`src/rtl/uart_receiver_pkg.sv`:
```
// Shared UART definitions: parity modes, receiver states, oversampling and
// the clock divider calculation used by both the receive and transmit paths.
package uart_receiver_pkg;

    localparam int PAR_NONE   = 0;
    localparam int PAR_ODD    = 1;
    localparam int PAR_EVEN   = 2;
    localparam int OVERSAMPLE = 16;

    typedef enum logic [2:0] {
        ST_IDLE,
        ST_START,
        ST_DATA,
        ST_PARITY,
        ST_STOP,
        ST_BREAK
    } rx_state_t;

    // Clocks per oversample tick, never below one.
    function automatic int calc_div(input int clk_freq, input int baud_rate);
        int d;
        d = clk_freq / (baud_rate * OVERSAMPLE);
        if (d < 1) d = 1;
        return d;
    endfunction

endpackage

```
`src/rtl/uart_receiver_baud_tick.sv`:
```
// Resettable oversample tick divider: counts 0..DIV-1 and pulses tick at DIV-1.
// While clear is high the count is held at zero and no tick is produced.
module uart_baud_tick #(
    parameter int DIV = 1
) (
    input  logic clk,
    input  logic rst_n,
    input  logic clear,
    output logic tick
);

    localparam int CW = (DIV > 1) ? $clog2(DIV) : 1;
    localparam logic [CW-1:0] LAST = CW'(DIV - 1);

    logic [CW-1:0] cnt;

    always_ff @(posedge clk or negedge rst_n) begin
        if (!rst_n) begin
            cnt <= '0;
        end else if (clear || cnt == LAST) begin
            cnt <= '0;
        end else begin
            cnt <= cnt + 1'b1;
        end
    end

    assign tick = !clear && (cnt == LAST);

endmodule

```
`src/rtl/uart_receiver.sv`:
```
// 16x oversampling UART receiver with optional parity, a one-entry
// valid/ready holding register and sticky frame/parity/overrun flags.
module uart_receiver
    import uart_receiver_pkg::*;
#(
    parameter int CLK_FREQ  = 100000000,
    parameter int BAUD_RATE = 115200,
    parameter int PARITY    = 0
) (
    input  logic       clk,
    input  logic       rst_n,
    input  logic       uart_rx,
    output logic [7:0] rx_data,
    output logic       rx_valid,
    input  logic       rx_ready,
    output logic       frame_err,
    output logic       parity_err,
    output logic       overrun,
    input  logic       err_clr
);

    localparam int DIV = calc_div(CLK_FREQ, BAUD_RATE);

    rx_state_t  state, next_state;
    logic       sync1, sync2, sync3;
    logic       fall, tick, tick_clear;
    logic [3:0] sample_cnt;
    logic [2:0] bit_idx;
    logic [7:0] shift_reg;
    logic       smp7, smp8, byte_bad;
    logic       decide, wrap, bit_val, exp_par;
    logic       deliver, set_frame, set_parity, set_overrun;

    always_ff @(posedge clk or negedge rst_n) begin
        if (!rst_n) begin
            sync1 <= 1'b1;
            sync2 <= 1'b1;
            sync3 <= 1'b1;
        end else begin
            sync1 <= uart_rx;
            sync2 <= sync1;
            sync3 <= sync2;
        end
    end

    assign fall       = sync3 && !sync2;
    assign tick_clear = (state == ST_IDLE);

    uart_baud_tick #(.DIV(DIV)) u_baud_tick (
        .clk   (clk),
        .rst_n (rst_n),
        .clear (tick_clear),
        .tick  (tick)
    );

    assign decide  = tick && (sample_cnt == 4'd9);
    assign wrap    = tick && (sample_cnt == 4'd15);
    assign bit_val = (smp7 & smp8) | (smp7 & sync2) | (smp8 & sync2);
    assign exp_par = (^shift_reg) ^ (PARITY == PAR_ODD);

    always_ff @(posedge clk or negedge rst_n) begin
        if (!rst_n) state <= ST_IDLE;
        else        state <= next_state;
    end

    always_comb begin
        next_state = state;
        deliver    = 1'b0;
        set_frame  = 1'b0;
        set_parity = 1'b0;
        case (state)
            ST_IDLE:   if (fall) next_state = ST_START;
            ST_START: begin
                if (decide && bit_val) next_state = ST_IDLE;
                else if (wrap)         next_state = ST_DATA;
            end
            ST_DATA: begin
                if (wrap && bit_idx == 3'd7)
                    next_state = (PARITY != PAR_NONE) ? ST_PARITY : ST_STOP;
            end
            ST_PARITY: begin
                if (decide && (bit_val != exp_par) && (PARITY != PAR_NONE)) set_parity = 1'b1;
                if (wrap) next_state = ST_STOP;
            end
            // Leaving at mid-stop lets the next start edge be caught early.
            ST_STOP: begin
                if (decide) begin
                    if (bit_val) begin
                        deliver    = !byte_bad;
                        next_state = ST_IDLE;
                    end else begin
                        set_frame  = 1'b1;
                        next_state = ST_BREAK;
                    end
                end
            end
            ST_BREAK:  if (sync2) next_state = ST_IDLE;
            default:   next_state = ST_IDLE;
        endcase
    end

    always_ff @(posedge clk or negedge rst_n) begin
        if (!rst_n) begin
            sample_cnt <= '0;
            bit_idx    <= '0;
            shift_reg  <= '0;
            smp7       <= 1'b0;
            smp8       <= 1'b0;
            byte_bad   <= 1'b0;
        end else if (state == ST_IDLE) begin
            sample_cnt <= '0;
            bit_idx    <= '0;
            byte_bad   <= 1'b0;
        end else begin
            if (tick)                         sample_cnt <= sample_cnt + 4'd1;
            if (tick && sample_cnt == 4'd7)   smp7 <= sync2;
            if (tick && sample_cnt == 4'd8)   smp8 <= sync2;
            if (state == ST_DATA && decide)   shift_reg <= {bit_val, shift_reg[7:1]};
            if (state == ST_DATA && wrap)     bit_idx <= bit_idx + 3'd1;
            if (set_parity)                   byte_bad <= 1'b1;
        end
    end

    assign set_overrun = deliver && rx_valid && !rx_ready;

    always_ff @(posedge clk or negedge rst_n) begin
        if (!rst_n) begin
            rx_data    <= '0;
            rx_valid   <= 1'b0;
            frame_err  <= 1'b0;
            parity_err <= 1'b0;
            overrun    <= 1'b0;
        end else begin
            if (deliver && (!rx_valid || rx_ready)) begin
                rx_data  <= shift_reg;
                rx_valid <= 1'b1;
            end else if (rx_valid && rx_ready) begin
                rx_valid <= 1'b0;
            end
            frame_err  <= set_frame   ? 1'b1 : (err_clr ? 1'b0 : frame_err);
            parity_err <= set_parity  ? 1'b1 : (err_clr ? 1'b0 : parity_err);
            overrun    <= set_overrun ? 1'b1 : (err_clr ? 1'b0 : overrun);
        end
    end

endmodule

```
`config.mk`:
```
export PLATFORM = sky130hd
export DESIGN_NAME = uart_receiver
export DESIGN_NICKNAME = d
export VERILOG_FILES = /design/src/rtl/uart_receiver_pkg.sv /design/src/rtl/uart_receiver_baud_tick.sv /design/src/rtl/uart_receiver.sv
export SDC_FILE = /design/constraint.sdc
export NUM_CORES = 1
export LEC_CHECK = 0
export ABC_AREA = 1
export CAP_MARGIN = 20
export CELL_PAD_IN_SITES_DETAIL_PLACEMENT = 0
export CELL_PAD_IN_SITES_GLOBAL_PLACEMENT = 2
export CORE_UTILIZATION = 36
export CTS_CLUSTER_DIAMETER = 30
export CTS_CLUSTER_SIZE = 20
export DETAILED_ROUTE_END_ITERATION = 8
export PLACE_DENSITY = 0.78
export SYNTH_ARGS = -nofsm -noshare
export SYNTH_HDL_FRONTEND = slang
export SYNTH_SLANG_ARGS = --single-unit
```
`constraint.sdc`:
```
create_clock -name clk -period 1.6 [get_ports clk]
set_input_delay 0.16 -clock clk [delete_from_list [all_inputs] [get_ports clk]]
set_output_delay 0.16 -clock clk [all_outputs]
set_load 0.03 [all_outputs]
```
=== After elaboration in Yosys (flattened, before gate mapping) ===
Index checks and enable logic that the tools add are counted.
Widths: inputs -> output; s select.

* Flip-flop bits (word level): 40
* Input bits: 5
* Output and inout port bits: 12

* $add $sub $neg: 3
* Equality and inequality tests: 17
* Muxes and demuxes: 25
* Bitwise operators: 6
* Reductions and logical operators: 30

{| class="wikitable"
|+ Operators by type and width
! cell !! count
|-
| $mux 3 || 10
|-
| $pmux 3 s6 || 1
|-
| $logic_and 1x1->1 || 14
|-
| $eq 4x4->1 const B || 3
|-
| $mux 1 || 11
|-
| $ne 2x2->1 const B || 5
|-
| $reduce_bool 2->1 || 5
|-
| $eq 3x3->1 const B || 3
|-
| $mux 4 || 2
|-
| $add 6x1->6 const B || 1
|-
| $eq 3x2->1 const B || 2
|-
| $eq 6x6->1 const B || 1
|-
| $mux 6 || 1
|-
| $reduce_and 2->1 || 3
|-
| $reduce_and 6->1 || 1
|-
| $add 4x1->4 const B || 1
|-
| $eq 4x3->1 const B || 1
|-
| $logic_not 1->1 || 4
|-
| $add 3x1->3 const B || 1
|-
| $and 1x1->1 || 3
|-
| $eq 3x1->1 const B || 1
|-
| $logic_not 3->1 || 1
|-
| $ne 3x3->1 const B || 1
|-
| $logic_or 1x1->1 || 2
|-
| other kinds (2) || 3
|}

=== Depth between registers and ports, before layout ===
* Word-level depth: 9
* Mapped depth: 11
* Depth with buffers taken out: 11

=== Hierarchy ===
Synthesis repeated with hierarchy kept, for this count alone.

* Cell total of the unflattened synthesis: 221
* Area, all modules: 1994.4 um^2

{| class="wikitable"
|+ Modules (own cells, without submodules)
! module !! instances !! cells each !! area each (um^2)
|-
| uart_receiver || 1 || 187 || 1679.1
|-
| uart_baud_tick || 1 || 34 || 315.3
|}

=== Worst setup path after synthesis ===
Ideal clock, no wire load.

* Path type: register to register
* From: reg u_baud_tick.cnt[1]
* To: reg rx_data[1]
* Data arrival time: 1.356 ns
* Slack: 0.125 ns
* Stages on the path, launching flop included: 11
* Path buffers: 1
* Period minus slack after synthesis: 1.475 ns
* Cells stage by stage: dfrtp_1 inv_1 ha_1 nand3_2 nor2_8 nand4_4 inv_4 nand3_4 buf_6 nand2_2 o21ai_2

* Longest elaborated chain between the ends: 6

{| class="wikitable"
|+ RTL lines
! item !! RTL line !! RTL
|-
| start, declared || uart_receiver_baud_tick.sv:15 || <nowiki>logic [CW-1:0] cnt;</nowiki>
|-
| start signal, assigned || uart_receiver_baud_tick.sv:23 || <nowiki>cnt <= cnt + 1'b1;</nowiki>
|-
| $eq 6x6->1 || uart_receiver_baud_tick.sv:27 || <nowiki>assign tick = !clear && (cnt == LAST);</nowiki>
|-
| $logic_and 1x1->1 || uart_receiver_baud_tick.sv:27 ||
|-
| $logic_and 1x1->1 || uart_receiver.sv:56 || <nowiki>assign decide = tick && (sample_cnt == 4'd9);</nowiki>
|-
| $mux 1 || uart_receiver.sv:87 || <nowiki>if (decide) begin</nowiki>
|-
| $mux 1 || uart_receiver.sv:71 || <nowiki>case (state)</nowiki>
|-
| $logic_and 1x1->1 || uart_receiver.sv:134 || <nowiki>if (deliver && (!rx_valid || rx_ready)) begin</nowiki>
|-
| end signal, assigned || uart_receiver.sv:135 || <nowiki>rx_data <= shift_reg;</nowiki>
|-
| end, declared || uart_receiver.sv:13 || <nowiki>output logic [7:0] rx_data,</nowiki>
|}

No other way between the ends.
A chain may end at the register's enable or synchronous reset.

=== Worst setup path in the final report ===
* From: reg u_baud_tick.cnt[1]
* To: reg state[0]

* Longest elaborated chain between the ends: 6

{| class="wikitable"
|+ RTL lines
! item !! RTL line !! RTL
|-
| $eq 6x6->1 * || uart_receiver_baud_tick.sv:27 ||
|-
| $logic_and 1x1->1 * || uart_receiver_baud_tick.sv:27 ||
|-
| $logic_and 1x1->1 (on tied branches) || uart_receiver.sv:56, uart_receiver.sv:57 ||
|-
| $logic_and 1x1->1 (on tied branches) || uart_receiver.sv:74, uart_receiver.sv:78 ||
|-
| $ne 3x3->1 (no source line) (tied with other cells) || -- ||
|-
| $reduce_and 6->1 (no source line) / $pmux 3 s6 (equally long branches) || -- ||
|-
| end signal, assigned || uart_receiver.sv:63 || <nowiki>else state <= next_state;</nowiki>
|-
| end, declared || uart_receiver.sv:24 || <nowiki>rx_state_t state, next_state;</nowiki>
|}

Mark *: on every way between the ends. The rest lies on a longest branch, timed or not.

==> metrics.txt <==
highest net fanout along the worst path=5; Crit. End Element=register; area leader, netlist=dfrtp_1; Die Ht=77.1 µm; initial drt markers=69; sw power=0.732 mW; clk root buf=clkbuf_8; layout cells sized above 1=29.3%; worst endpoint data arrival time=1.74 ns; Most used DFF post-synth=dfrtp_1; Yosys cell types=33; met2 Usage GRT=22.0%; TritonCTS Buffers=5; peak supply drop=0.366 mV; final wirelength=3840 µm; die area=0.00594 mm²; pwr/cell area=946 mW/mm²; I/O pin cnt=17; ys async rst share=100%; Max Cap Viol=0; clk_skew=0.00708 ns; I/O Buffers=15; #FFs+latches synth=40; RSZ-0062 raised after global routing=yes; WL/cell=11.8 µm; fillers=531; clock share of power=35.4%; Hold Path Origin=uart_rx; largest net degree at the start of global routing=41; initial antenna violation count=0; Area contributors post-synth=dfrtp_1, nand2_1, inv_1, o21ai_2, ha_1; Remaining DRCs=0; Cells after Synth=219; Most Crowded Layer GR=met2; maximum clock path buffer count=2; initial core utilization=38.5%; max-slew violations=0; Rows=26; EDFF count, synth=0; drt via density=4.53; Worst Path Class, Setup=register to register; syn nets=231; sequential share of power=45.3%; Reg2Reg Depth=11; WHS Endpoint=sync1; worst hold-check path type=primary input to register; Antenna diodes=0; GRT Total Usage=14.1%; Worst R2R Setup Slack=0.05 ns; Clock Latency Late Sink=0.30 ns; CP Launch Type=register; via count=1478; final hold violation count=0; status=finished, final reports clean; post-route antenna net violation count=0; CTS sink count=40; fin crit share=96.8%; TritonCTS clock tree=done; Synth top cells by count=nand2_1, dfrtp_1, inv_1, nor2_1, o21ai_2; Clock transition at path regs=0.09 ns; RR Endpoint=state[0]; reg2reg start=u_baud_tick.cnt[1]; number of global-route vias before repair=1353; Comb pwr share=19.4%; clock period minus worst slack=1.55 ns; die width=77.1 µm; Overflow after GRT=0; met1 usage=19.0%; Pwr Total=2.43 mW; Syn Area/Cell=9.27 µm²; Max H-tree Level=2; most common cell in the synthesized netlist=nand2_1; post-route setup TNS=0 ns; Cell Area, Synth=0.00203 mm²; sequential share of the synthesized area=49.5%; GPL Wtd Cong=0.722; f_max=0.646 GHz; internal power=1.69 mW; critical path required time=1.79 ns; nets=267; Static Leakage=1.18 nW; synthesis-to-layout area growth=26.3%; drt first pass iters=4; core area=0.00527 mm²; DP HPWL=2490 µm; # setup viols final=0; Net Sw Frac=30.2%; worst hold path cell count=1; first-pass GRT wire length=6490 µm; M3 GR Usage=3.57%; synth warn=0; post-synth top area share=45.6%
[per-layer routing]
metal / wire, µm / vias up
met4: 60 / 0
met2: 1840 / 14
met1: 1840 / 694
li1: - / 764
met5: 0 / -
met3: 96 / 6
[timing repair]
| item | 4_1_cts | 5_1_grt |
|---|---|---|
| setup endpoints to repair | 9 | 24 |
| setup buffers | 0 | 3 |
| cloned | 1 | 1 |
| endpoints found under the hold margin | 37 | 0 |
| pin swaps | 0 | 1 |
| resized for setup | 3 | 18 |
| hold buffers | 1 | 0 |
[cells in the final DEF (no fill, tap or decap), drive strengths merged, types with 3 or more instances in the layout]
cell and count:
inv 33, nor3 4, o21ai 18, dfrtp 37
nor2 26, buf 15, clkbuf 5, nand2 59
nand3 16, dfstp 3, a21oi 4, clkdlybuf4s50 14
ha 7
[power by group through the flow]
stage / logic (mW) / registers, mW / clock network [mW]
2_1_floorplan: 0.270 / 1.12 / 0
3_3_place_gp: 0.442 / 1.12 / 0
3_5_place_dp: 0.443 / 1.12 / 0
4_1_cts: 0.460 / 1.10 / 0.895
5_1_grt: 0.536 / 1.11 / 0.923
6_report: 0.470 / 1.10 / 0.858
[area by class of cell]
cell class / count / area [µm²] / area share [%]
sequential: 40 / 1000 / 39.2
timing repair buffer: 30 / 277 / 10.8
clock buffer: 5 / 68.8 / 2.68
clock inverter: 3 / 46.3 / 1.81
multi-input combinational: 145 / 946 / 36.9
tap: 70 / 87.6 / 3.42
inverter: 33 / 134 / 5.22
[critical path: stages, from the launching register on]
cell	delay, ns
dfrtp_1	0.39
inv_1	0.06
ha_2	0.19
nand3_4	0.09
nor2_8	0.17
nand3_4	0.13
nand2_2	0.08
nand2_2	0.05
nor2_4	0.12
nand2_2	0.06
nand2_1	0.05
nand2_1	0.05
[through the flow]
step	utilization, %	hold WS (ns)	cell area, µm²	setup slack, ns	std cells
2_1_floorplan	-	-0.136	2030	0.125	219
3_3_place_gp	44.2	0.154	2330	-0.000233	312
3_5_place_dp	44.2	0.151	2330	-0.00716	312
4_1_cts	47.0	0.257	2470	0.00883	322
5_1_grt	48.6	0.274	2560	-0.0949	326
6_report	48.6	0.265	2560	0.0518	326
[kinds of logic (layout without fill, tap and decap cells)]
logic type | count (synthesis) | after routing | synth area share (%)
AOI/OAI and AO/OA | 25 | 25 | 9.43
DFF | 40 | 40 | 49.5
adders and majority gates | 7 | 7 | 4.32
buffers and inverters | 36 | 71 | 7.71
and+or+nand+nor | 108 | 110 | 28.0
other | 1 | 1 | 0.185
xor gates and xnor gates | 2 | 2 | 0.863
[how the worst max path moves through the flow]
stage / start / end / slack, ns
6_report: u_baud_tick.cnt[1] / state[0] / 0.05
5_1_grt: u_baud_tick.cnt[1] / state[2] / -0.09
4_1_cts: u_baud_tick.cnt[1] / shift_reg[5] / 0.009
3_5_place_dp: u_baud_tick.cnt[1] / rx_data[6] / -0.007
3_3_place_gp: u_baud_tick.cnt[1] / rx_data[4] / -0.0002
2_1_floorplan: u_baud_tick.cnt[1] / rx_data[1] / 0.13
(Power assumes the default switching activity.)
